[config.mk]
export PLATFORM = sky130hd
export DESIGN_NAME = uart_msg_tx
export DESIGN_NICKNAME = d
export VERILOG_FILES = /design/src/rtl/uart_msg_tx.sv
export SDC_FILE = /design/constraint.sdc
export NUM_CORES = 1
export LEC_CHECK = 0
export CELL_PAD_IN_SITES_DETAIL_PLACEMENT = 0
export CELL_PAD_IN_SITES_GLOBAL_PLACEMENT = 2
export CORE_AREA = 2 2 151 153
export CTS_CLUSTER_SIZE = 28
export DETAILED_ROUTE_END_ITERATION = 8
export DIE_AREA = 0 0 153 155
export PLACE_DENSITY_LB_ADDON = 0.15
export SKIP_LAST_GASP = 1
export SYNTH_ARGS = -nofsm -noshare
export SYNTH_HDL_FRONTEND = slang
export SYNTH_SLANG_ARGS = --single-unit
[constraint.sdc]
create_clock -name clk -period 6 [get_ports clk]
set_clock_uncertainty 0.2 [all_clocks]
set_input_delay 0.6 -clock clk [delete_from_list [all_inputs] [get_ports clk]]
set_output_delay 0.6 -clock clk [all_outputs]
set_load 0.03 [all_outputs]
[src/rtl/uart_msg_tx.sv]
// Response framer for the UART command link: control responses and golden-nonce reports.
// Define UART_MSG_TX_NONCE_FIFO_EN to queue nonces in a FIFO instead of a single holding register.
module uart_msg_tx #(
  parameter logic [7:0]  NONCE_TYPE       = 8'h03,
  parameter int unsigned NONCE_FIFO_DEPTH = 4
) (
  input  logic        clk,
  input  logic        rst_n,
  input  logic        msg_valid,
  output logic        msg_ready,
  input  logic        msg_short,
  input  logic [7:0]  msg_type,
  input  logic [1:0]  msg_nwords,
  input  logic [95:0] msg_payload,
  input  logic        nonce_valid,
  input  logic [31:0] nonce,
  output logic        nonce_overflow,
  output logic [7:0]  tx_data,
  output logic        tx_valid,
  input  logic        tx_ready,
  output logic        busy
);

  typedef enum logic [1:0] {IDLE = 2'd0, SHORT = 2'd1, HDR = 2'd2, PAY = 2'd3} state_t;

  if ((NONCE_FIFO_DEPTH < 32'd2) || ((NONCE_FIFO_DEPTH & (NONCE_FIFO_DEPTH - 32'd1)) != 32'd0)) begin : g_depth_check
    $error("NONCE_FIFO_DEPTH must be a power of 2 and at least 2");
  end

  function automatic logic [7:0] hdr_byte(input logic [1:0] idx, input logic [1:0] nwords,
                                          input logic [7:0] typ);
    logic [7:0] res;
    case (idx)
      2'd0:    res = 8'd4 + {4'b0000, nwords, 2'b00};
      2'd3:    res = typ;
      default: res = 8'h00;
    endcase
    return res;
  endfunction

  function automatic logic [7:0] pay_byte(input logic [95:0] pay, input logic [3:0] idx);
    return pay[{idx, 3'b000} +: 8];
  endfunction

  state_t      state_r, state_nxt_s;
  logic [3:0]  idx_r, idx_nxt_s;
  logic [7:0]  typ_r, typ_nxt_s;
  logic [1:0]  nwords_r, nwords_nxt_s;
  logic [95:0] payload_r, payload_nxt_s;
  logic [7:0]  tx_data_r, tx_data_nxt_s;
  logic        tx_valid_r, tx_valid_nxt_s;
  logic        msg_ready_r, busy_r, overflow_r;
  logic        msg_ready_s, hs_s, deq_s;
  logic [3:0]  last_idx_s;
  logic        pending_s, pending_nxt_s, wr_s, drop_s;
  logic [31:0] head_s;

`ifdef UART_MSG_TX_NONCE_FIFO_EN
  localparam int unsigned AW = $clog2(NONCE_FIFO_DEPTH);

  logic [31:0] fifo_r [NONCE_FIFO_DEPTH];
  logic [AW:0] wr_ptr_r, rd_ptr_r, count_s;

  assign count_s       = wr_ptr_r - rd_ptr_r;
  assign pending_s     = (count_s != {(AW+1){1'b0}});
  assign head_s        = fifo_r[rd_ptr_r[AW-1:0]];
  // A full FIFO still takes a nonce when the head leaves in the same cycle.
  assign wr_s          = nonce_valid & ((count_s != (AW+1)'(NONCE_FIFO_DEPTH)) | deq_s);
  assign drop_s        = nonce_valid & ~wr_s;
  assign pending_nxt_s = wr_s | (count_s > {{AW{1'b0}}, 1'b1}) | (pending_s & ~deq_s);

  // Nonce FIFO storage and pointers.
  always_ff @(posedge clk or negedge rst_n) begin
    if (!rst_n) begin
      for (int i = 0; i < int'(NONCE_FIFO_DEPTH); i++) fifo_r[i] <= 32'h0;
      wr_ptr_r <= {(AW+1){1'b0}};
      rd_ptr_r <= {(AW+1){1'b0}};
    end else begin
      if (wr_s) fifo_r[wr_ptr_r[AW-1:0]] <= nonce;
      wr_ptr_r <= wr_ptr_r + {{AW{1'b0}}, wr_s};
      rd_ptr_r <= rd_ptr_r + {{AW{1'b0}}, deq_s};
    end
  end
`else
  logic [31:0] hold_r;
  logic        hold_valid_r;

  assign pending_s     = hold_valid_r;
  assign head_s        = hold_r;
  assign wr_s          = nonce_valid & (~hold_valid_r | deq_s);
  assign drop_s        = nonce_valid & ~wr_s;
  assign pending_nxt_s = wr_s | (hold_valid_r & ~deq_s);

  // Single nonce holding register.
  always_ff @(posedge clk or negedge rst_n) begin
    if (!rst_n) begin
      hold_r       <= 32'h0;
      hold_valid_r <= 1'b0;
    end else begin
      if (wr_s) hold_r <= nonce;
      hold_valid_r <= pending_nxt_s;
    end
  end
`endif

  // A nonce pulse blocks the request in the same cycle so the nonce wins.
  assign msg_ready_s = msg_ready_r & ~nonce_valid;
  assign hs_s        = tx_valid_r & tx_ready;
  assign last_idx_s  = {nwords_r, 2'b00} - 4'd1;

  // Frame sequencer: next state and next presented byte.
  always_comb begin
    state_nxt_s    = state_r;
    idx_nxt_s      = idx_r;
    typ_nxt_s      = typ_r;
    nwords_nxt_s   = nwords_r;
    payload_nxt_s  = payload_r;
    tx_data_nxt_s  = tx_data_r;
    tx_valid_nxt_s = tx_valid_r;
    deq_s          = 1'b0;
    case (state_r)
      IDLE: begin
        if (pending_s) begin
          deq_s          = 1'b1;
          state_nxt_s    = HDR;
          idx_nxt_s      = 4'd0;
          typ_nxt_s      = NONCE_TYPE;
          nwords_nxt_s   = 2'd1;
          payload_nxt_s  = {64'h0, head_s};
          tx_data_nxt_s  = hdr_byte(2'd0, 2'd1, NONCE_TYPE);
          tx_valid_nxt_s = 1'b1;
        end else if (msg_valid && msg_ready_s) begin
          idx_nxt_s      = 4'd0;
          typ_nxt_s      = msg_type;
          nwords_nxt_s   = msg_nwords;
          payload_nxt_s  = msg_payload;
          tx_valid_nxt_s = 1'b1;
          if (msg_short) begin
            state_nxt_s   = SHORT;
            tx_data_nxt_s = msg_type;
          end else begin
            state_nxt_s   = HDR;
            tx_data_nxt_s = hdr_byte(2'd0, msg_nwords, msg_type);
          end
        end else begin
          tx_valid_nxt_s = 1'b0;
        end
      end
      SHORT: begin
        if (hs_s) begin
          state_nxt_s    = IDLE;
          tx_valid_nxt_s = 1'b0;
        end else begin
          tx_valid_nxt_s = 1'b1;
        end
      end
      HDR: begin
        if (hs_s) begin
          if (idx_r == 4'd3) begin
            if (nwords_r == 2'd0) begin
              state_nxt_s    = IDLE;
              tx_valid_nxt_s = 1'b0;
            end else begin
              state_nxt_s   = PAY;
              idx_nxt_s     = 4'd0;
              tx_data_nxt_s = pay_byte(payload_r, 4'd0);
            end
          end else begin
            idx_nxt_s     = idx_r + 4'd1;
            tx_data_nxt_s = hdr_byte(idx_r[1:0] + 2'd1, nwords_r, typ_r);
          end
        end else begin
          tx_valid_nxt_s = 1'b1;
        end
      end
      PAY: begin
        if (hs_s) begin
          if (idx_r == last_idx_s) begin
            state_nxt_s    = IDLE;
            tx_valid_nxt_s = 1'b0;
          end else begin
            idx_nxt_s     = idx_r + 4'd1;
            tx_data_nxt_s = pay_byte(payload_r, idx_r + 4'd1);
          end
        end else begin
          tx_valid_nxt_s = 1'b1;
        end
      end
      default: begin
        state_nxt_s    = IDLE;
        tx_valid_nxt_s = 1'b0;
      end
    endcase
  end

  // State, datapath and registered status outputs.
  always_ff @(posedge clk or negedge rst_n) begin
    if (!rst_n) begin
      state_r     <= IDLE;
      idx_r       <= 4'd0;
      typ_r       <= 8'h00;
      nwords_r    <= 2'd0;
      payload_r   <= 96'h0;
      tx_data_r   <= 8'h00;
      tx_valid_r  <= 1'b0;
      msg_ready_r <= 1'b0;
      busy_r      <= 1'b0;
      overflow_r  <= 1'b0;
    end else begin
      state_r     <= state_nxt_s;
      idx_r       <= idx_nxt_s;
      typ_r       <= typ_nxt_s;
      nwords_r    <= nwords_nxt_s;
      payload_r   <= payload_nxt_s;
      tx_data_r   <= tx_data_nxt_s;
      tx_valid_r  <= tx_valid_nxt_s;
      msg_ready_r <= (state_nxt_s == IDLE) & ~pending_nxt_s;
      busy_r      <= (state_nxt_s != IDLE) | pending_nxt_s;
      overflow_r  <= overflow_r | drop_s;
    end
  end

  assign msg_ready      = msg_ready_s;
  assign tx_data        = tx_data_r;
  assign tx_valid       = tx_valid_r;
  assign busy           = busy_r;
  assign nonce_overflow = overflow_r;

endmodule
==> qor.yml <==
setup_path:
  path_buf_inv: 2
  cp_slowest_cell: "ha_1"
  cp.required_ps: 6090
  crit_path_end_kind: "flop"
  critPathKind: "flop to flop"
  path_max_fanout: 30
  cpMostUsedCell: "inv_1"
  worstPathCellList: "inv_1 > ha_1 > mux4_2 > inv_1 > o22ai_1 > a221oi_1 > a21oi_2"
  worst_ep_arrival_time_ps: 3630
  path_delay_family: "adder cells"
  max_stage_delay_ps: 1030
  cp-start-kind: "flop"
place:
  portBuffers: 155
  place_area_um2: 9470
  routabilityCongestion: 0.8323
  dpl_worst_slack_ps: 2398
  hpwlAfterDp_um: 16240
hold_path:
  hold_path.class: "input port to async pin"
power:
  ir_drop_v: 0.0001738
  finalPower_mw: 4.489
  p_per_area_nw_per_um2: 446.6
  p_leak_nw: 4.217
global_routing:
  use_met3: 0.05209
  grtUsageMet1: 0.2583
  grt_pass1_wl_um: 34440
  gr-max-usage-layer: "met2"
  met2_usage: 0.3047
  grt_pass1_vias: 6041
  antenna_found_initial: 1
  grtUsageTotal: 0.1888
  grt_remaining_overflow: 0
  grt_max_degree: 111
final_layout:
  final_common_cell: "dfrtp_1"
  area_growth_pct: 28.85
  antenna_cells: 0
  final_cell_mix: "dfrtp_1, clkdlybuf4s50_1, nand2_1, o21ai_0, nand2b_1"
  fin_nets: 1005
  final_area_um2: 10050
  drive_above_1_share: 0.1267
yosys:
  synth_top_cell_area_share: 0.5036
  synth_cell_type_count: 49
  synthFlopType: "dfrtp_1"
  syn_area_um2: 7801
  synth_fp_nets: 880
  ys_ff_latch: 157
  synth.area.top_cells: "dfrtp_1, mux4_2, o21ai_0"
  synth_top_cell_by_area: "dfrtp_1"
  synth_seq_area_share: 0.5036
  ys_async_sr_fraction: 1.000
  synth_edf_count: 0
  synth_warnings: 0
  avgSynthCellArea_um2: 10.67
  syn_inst: 731
floorplanning:
  die_h_um: 155
  start_util: 0.3510
  rows: 55
  dieWidth_um: 153
  io_pins: 156
  die_area_um2: 23720
  core_um2: 22230
route:
  drt_pass1_iterations: 5
  wl_per_cell_um: 18.81
  via_per_inst: 4.996
  route.detailed.drc: 0
  ant_nets: 0
  wirelength_um: 21690
  via_count: 5760
  drtIter0Drc: 344
clock_network:
  cts_tree: "done"
  hold_buffers: 0
  cts_setup_buffers: 0
  cts_buffers: 17
  htreeDepth: 4
  clk_pin_slew_ps: 70
  clock_latency_ps: 420
  clockBufferDepth: 2
  ctsRootBufferMaster: "clkbuf_16"
  post_cts_resized: 0
  cts_sinks: 157
timing:
  rsz0062_at_grt: "no"
  clock.fmax_mhz: 282.4
  relSlewSlack: 0.3138
  period_share: 0.5901
  holdWs_ps: 17.20
  setup_slack_ps: 2460
  setup_violations: 0
  fin_crit_ps: 3540
  drv_slew: 0
  setup_tns_ps: 0
  tightest_slew_ps: 1029
  hold_violations: 0
job:
  drv_cap: 0
status:
  status: "completed"
==> cells in the mapped netlist, drive strengths merged (2+ instances only) <==
| library cell | count |
|---|---|
| dfrtp | 157 |
| nand2 | 117 |
| o21ai | 114 |
| nand2b | 70 |
| mux2 | 36 |
| buf | 34 |
| mux2i | 33 |
| mux4 | 24 |
| clkbuf | 20 |
| nor2 | 20 |
| nor2b | 13 |
| a221oi | 12 |
| inv | 10 |
| nand3 | 9 |
| a21oi | 8 |
| a21boi | 7 |
| a31oi | 7 |
| ha | 5 |
| nor3 | 4 |
| a211oi | 3 |
| o211ai | 3 |
| a211o | 2 |
| a41oi | 2 |
| nand3b | 2 |
| o22ai | 2 |
| o31ai | 2 |
| xor2 | 2 |
==> cell type report <==
cell class,count,area (um^2)
fillers,2110,12180
flip-flops and latches,157,3934
multi-input cells,510,3552
repair buffers,160,1590
clock buffers,17,425.4
well taps,285,356.6
clock inverters,14,156.4
inverters,10,37.54
==> cell families after synthesis <==
kind of cell,Yosys count,share of synthesized area
simple gates,242,0.1516
compound gates,168,0.1285
flops,157,0.5036
mux,93,0.1636
buf+inv,64,0.04250
fa+ha+maj,5,0.008019
xor+xnor,2,0.002246
==> path summary, 6_finish.rpt <==
check                               from  cells past startpoint       endpoint  slack, ps
min in group clk           payload_r[85]                      2  payload_r[85]        290
setup reg to reg                idx_r[0]                      7     tx_data[3]       2460
hold reg to reg            payload_r[85]                      2  payload_r[85]        290
hold / removal                     rst_n                      1  payload_r[61]         20
max in group asynchronous          rst_n                      2   hold_valid_r       4050
setup / recovery                idx_r[0]                      7     tx_data[3]       2460
==> power breakdown <==
| part | total, mW | switching [mW] | internal, mW |
|---|---|---|---|
| Sequential | 1.83 | 0.396 | 1.44 |
| Combinational | 1.59 | 0.806 | 0.782 |
| Clock | 1.07 | 0.481 | 0.588 |
==> layer usage <==
metal	wire length, um	up-vias
met5	13	-
met2	10320	143
met4	228	2
met3	984	13
li1	-	2811
met1	10140	2791
==> sequential cells by signal, summed over array words and instances (netlist names) <==
register and count:
typ_r 8, tx_data 8, busy 1, nwords_r 2
idx_r 4, tx_valid 1, msg_ready_r 1, head_s 32
payload_r 96, state_r 2, nonce_overflow 1, hold_valid_r 1
==> metrics by stage <==
step	cells	util
2_1_floorplan	731	-
3_3_place_gp	1122	0.4261
3_5_place_dp	1122	0.4261
4_1_cts	1153	0.4522
5_1_grt	1153	0.4522
6_report	1153	0.4522
(Power assumes the default switching activity.)
==> edit 1 (same settings) <==
Put one more register stage on the output `nonce_overflow`, cleared by the reset. The value now appears one clock later. The other outputs are not delayed to match.
--- a/src/rtl/uart_msg_tx.sv
+++ b/src/rtl/uart_msg_tx.sv
@@ -224,6 +224,12 @@
   assign tx_data        = tx_data_r;
   assign tx_valid       = tx_valid_r;
   assign busy           = busy_r;
-  assign nonce_overflow = overflow_r;
+  always_ff @(posedge clk or negedge rst_n) begin
+    if (!rst_n) begin
+      nonce_overflow <= '0;
+    end else begin
+      nonce_overflow <= overflow_r;
+    end
+  end
 
 endmodule
Formal check against the unedited RTL: not equivalent (Yosys sat finds a counterexample within 4 cycles, from zero or initial values and one cycle with rst_n low).
==> edit 1 against the original RTL <==
Synthesized area is 0.32% higher; final area is 0.74% higher; worst setup slack worse by 0.0021 ns; combinational power is essentially flat; sequential cell count is 1 higher; cell count is 0.17% higher; global-route usage is 0.43 points lower; total power rose by 1.9%; wire length is 2.5% lower; critical path type unchanged; critical endpoint is now tx_data[5].
==> edit 1: results (changes against the original RTL) <==
[global_routing]
grt_pass1_vias=6026  ; was 6041
grt.total_usage_pct=18.4  ; was 18.9%
grtUsageMet2_pct=29.0  ; was 30.5%
grt_pass1_wl_microns=34000  ; was 34400 microns
grt_max_degree=205  ; was 111
antenna_found_initial=0  ; was 1
met1_usage_pct=26.0  ; was 25.8%
use_met3_pct=3.93  ; was 5.21%

[drt]
top_layer_used=met4  ; was met5
drt_iter0_drc=440  ; was 344
viasPerCell=4.98  ; was 5.00
drt-met1-wl_microns=10100  ; about the same
drt_first_pass_iters=4  ; was 5
wl_met2_microns=9810  ; was 10300 microns
wl_met3_microns=960  ; was 984 microns
wl_per_cell_microns=18.3  ; was 18.8 microns
drt_wl_total_microns=21200  ; was 21700 microns

[clock_network]
ctsResizeCount=0  ; unchanged
clkTransAtPathRegs_ns=0.07  ; about the same
insertion_delay_ns=0.44  ; was 0.42 ns
cts_made_buffers=17  ; unchanged
post-cts-setup-buffers=0  ; unchanged
clockBufferDepth=2  ; unchanged
cts_root_buf=clkbuf_16  ; unchanged

[power_and_ir_drop]
powerComb_mw=1.59  ; about the same
ir_drop_mv=0.248  ; was 0.174 mV
switchingPower_mw=1.68  ; about the same
p_leak_nw=4.25  ; was 4.22 nW
power_mw=4.58  ; was 4.49 mW

[worst_setup_path]
setup.worst_path.end=tx_data[5]  ; was tx_data[3]
arrival_ns=3.62  ; was 3.63 ns
cp_slowest_cell=ha_1  ; unchanged
critPathTopFamily=adder cells  ; unchanged
worstSetupStartpoint=idx_r[0]  ; unchanged
worstPathMaxFanout=30  ; unchanged
r2r-start=idx_r[0]  ; unchanged
r2r_setup_slack_ns=2.46  ; about the same

[placement]
io_buffer_count=155  ; unchanged
gp_congestion=0.834  ; was 0.832
post-dp-hpwl_microns=15800  ; was 16200 microns

[synth]
synthTopCellsByArea=dfrtp_1 (51%), mux4_2 (6.9%), o21ai_0 (6.3%), nand2_1 (5.6%), nand2b_1 (5.6%)  ; was dfrtp_1 (50%), mux4_2 (6.9%), o21ai_0 (6.3%), nand2_1 (5.6%), nand2b_1 (5.6%)
synthFlopType=dfrtp_1  ; unchanged
syn_nets=881  ; was 880
synth-compound-area-share_pct=12.8  ; about the same
synthMuxAreaShare_pct=16.3  ; was 16.4%
ys_top_cells_by_count=dfrtp_1 (158), nand2_1 (117), o21ai_0 (98)  ; was dfrtp_1 (157), nand2_1 (117), o21ai_0 (98)
synth_edf_count=0  ; unchanged
synth_fa_ha_area_share_pct=0.799  ; was 0.802%
yosysUniqueCellTypes=49  ; unchanged
yosys_warnings=0  ; unchanged
yosysSeqAreaShare_pct=50.5  ; was 50.4%
synthXorXnorAreaFrac_pct=0.224  ; was 0.225%
syn_inst=732  ; was 731
async_reset_ff_share_pct=100  ; unchanged

[sta]
worst_slew_pin_slew_ns=1.05  ; was 1.03 ns

[layout]
fin_nets=1005  ; unchanged
drive_above_1_share_pct=12.7  ; about the same
max_flop_register=payload_r  ; unchanged

[min_path]
min_path_type=in -> async  ; unchanged

[outcome]
status=finished clean  ; unchanged

edit 1: cell families after synthesis:
| logic type | Yosys count |
|---|---|
| buffers and inverters | 64 |
| and+or+nand+nor | 242 |
| muxes | 93 |
| adders and majority gates | 5 |
| xor gates and xnor gates | 2 |
| AOI/OAI and AO/OA | 168 |
| DFF | 158 |
edit 1: final cells by class:
type	instances	area, sq um
timing repair buffer	159	1600
fill	2103	12100
clock inverter	15	198
inverter	10	37.5
multi-input combinational	510	3550
antenna	1	2.50
clock buffer	17	425
tap	285	357
sequential	158	3960
edit 1: metrics by stage:
step / worst slack, ns / cell area, sq um / util, % / hold slack [ns]
5_1_grt: 2.19 / 10100 / 45.5 / 0.161
6_report: 2.46 / 10100 / 45.6 / 0.0778
2_1_floorplan: 3.28 / 7830 / - / 0.104
3_5_place_dp: 2.40 / 9500 / 42.7 / 0.169
3_3_place_gp: 2.56 / 9500 / 42.7 / 0.164
4_1_cts: 2.40 / 10100 / 45.5 / 0.144
==> edit 2 (same flow settings) <==
Made on the original files. Build with the macro `UART_MSG_TX_NONCE_FIFO_EN` defined.
--- a/src/rtl/uart_msg_tx.sv
+++ b/src/rtl/uart_msg_tx.sv
@@ -1,5 +1,7 @@
 // Response framer for the UART command link: control responses and golden-nonce reports.
 // Define UART_MSG_TX_NONCE_FIFO_EN to queue nonces in a FIFO instead of a single holding register.
+`define UART_MSG_TX_NONCE_FIFO_EN
+
 module uart_msg_tx #(
   parameter logic [7:0]  NONCE_TYPE       = 8'h03,
   parameter int unsigned NONCE_FIFO_DEPTH = 4
Function: changed (Yosys sat finds a counterexample within 4 cycles, from zero or initial values and one cycle with rst_n low).
==> edit 2 against the original RTL <==
Final area is 48% higher; count of clock-buffer cells in the layout grew 19; critical endpoint is now payload_r[49]; via count is 41% higher; worst setup slack got worse by 0.23 ns; first-iteration DRC count grew 10%; highest routed layer is now met4; wire length rose by 30%; total power grew 96%; sequential cell count is 101 higher; sequential share of layout area up 4.4 points; synthesized cell count grew 38%; synthesized area rose by 58%.
==> edit 2: results (changes against the original RTL) <==
[outcome]
status=finished clean  ; unchanged

[power_and_ir_drop]
swShare_pct=36.3  ; was 37.5%
p_leak_nw=6.43  ; was 4.22 nW

[layout]
area_growth_pct=20.8  ; was 28.9%
finalNonFillerCells=1434  ; was 1153
fin_nets=1283  ; was 1005
drive_above_1_share_pct=21.1  ; was 12.7%

[global_routing]
grt.total_usage_pct=24.3  ; was 18.9%
grt_pass1_wl_microns=45900  ; was 34400 microns
grt_pass1_vias=8405  ; was 6041

[clock_network]
clockBufferDepth=3  ; was 2
cts_made_buffers=28  ; was 17
insertion_delay_ns=0.55  ; was 0.42 ns

[synth]
yosysSeqAreaShare_pct=52.5  ; was 50.4%
yosysUniqueCellTypes=50  ; was 49
synthTopCellsByArea=dfrtp_1 (52%), mux2_2 (11%), mux4_2 (8.1%), nand2_1 (5.6%), mux2i_1 (4.9%)  ; was dfrtp_1 (50%), mux4_2 (6.9%), o21ai_0 (6.3%), nand2_1 (5.6%), nand2b_1 (5.6%)
ys_top_cells_by_count=dfrtp_1 (258), nand2_1 (182), mux2_2 (123)  ; was dfrtp_1 (157), nand2_1 (117), o21ai_0 (98)
syn_inst=1007  ; was 731
syn_nets=1162  ; was 880

[worst_setup_path]
worstSetupStartpoint=rd_ptr_r[1]  ; was idx_r[0]
critPathTopFamily=compound AO/OA/AOI/OAI gates  ; was adder cells
r2r_cells=5  ; was 7
cp_slowest_cell=a41o_4  ; was ha_1

[drt]
wl_per_cell_microns=19.6  ; was 18.8 microns
drt_iter0_drc=379  ; was 344

[min_path]
min_path_type=reg -> reg  ; was in -> async

[sta]
holdWs_ns=0.272  ; was 0.0172 ns

[placement]
placed_area_sq_um=13800  ; was 9470 sq um
place_worst_setup_slack_ns=2.18  ; was 2.40 ns
post-dp-hpwl_microns=18900  ; was 16200 microns

edit 2: cell count changes after synthesis, sizes merged, moves of 14 or more:
cell | before | now
a22oi | 0 | 14
dfrtp | 157 | 258
mux2 | 36 | 130
mux2i | 33 | 60
mux4 | 24 | 44
nand2 | 117 | 182
nand2b | 70 | 2
edit 2: repair_timing:
action	in CTS	in global routing
buffers inserted	0	0
hold buffers	1	0
resized for setup	0	0
hold endpoints to repair	10	0
edit 2: worst register-to-register path, delay by kind of cell (launching register included):
family          cells  cell delay, ns
flops               1            0.74
compound gates      2            1.03
buf+inv             1            0.61
fa+ha+maj           1            0.55
xor+xnor            1            0.50
edit 2: per-layer routing:
layer	GRT usage, %	vias up	part of all wire, %
li1	-	3844	-
met1	33.9	4054	44
met2	40.6	189	49
met3	3.96	37	5.0
met4	5.64	0	1.7
met5	0	-	0
edit 2: power by group through the flow:
stage	Clock (mW)	Sequential (mW)	Combinational [mW]
2_1_floorplan	0	2.98	3.00
4_1_cts	1.88	3.16	3.83
5_1_grt	1.96	3.26	4.16
3_3_place_gp	0	3.13	3.73
6_report	1.85	3.15	3.78
3_5_place_dp	0	3.18	3.81
edit 2: cell families after synthesis:
family / Yosys count
adders and majority gates: 11
DFF: 258
muxes: 234
AOI/OAI and AO/OA: 173
buffers and inverters: 83
and+or+nand+nor: 241
xor gates and xnor gates: 7
edit 2: layout make-up:
cell class                      instances  share of cell area, %
Timing Repair Buffer                  165                   11.1
Tap cell                              285                   2.40
Clock inverter                         15                   1.47
Sequential cell                       258                   43.5
Multi-Input combinational cell        666                   36.0
Inverter                                9                  0.227
Clock buffer                           36                   5.32
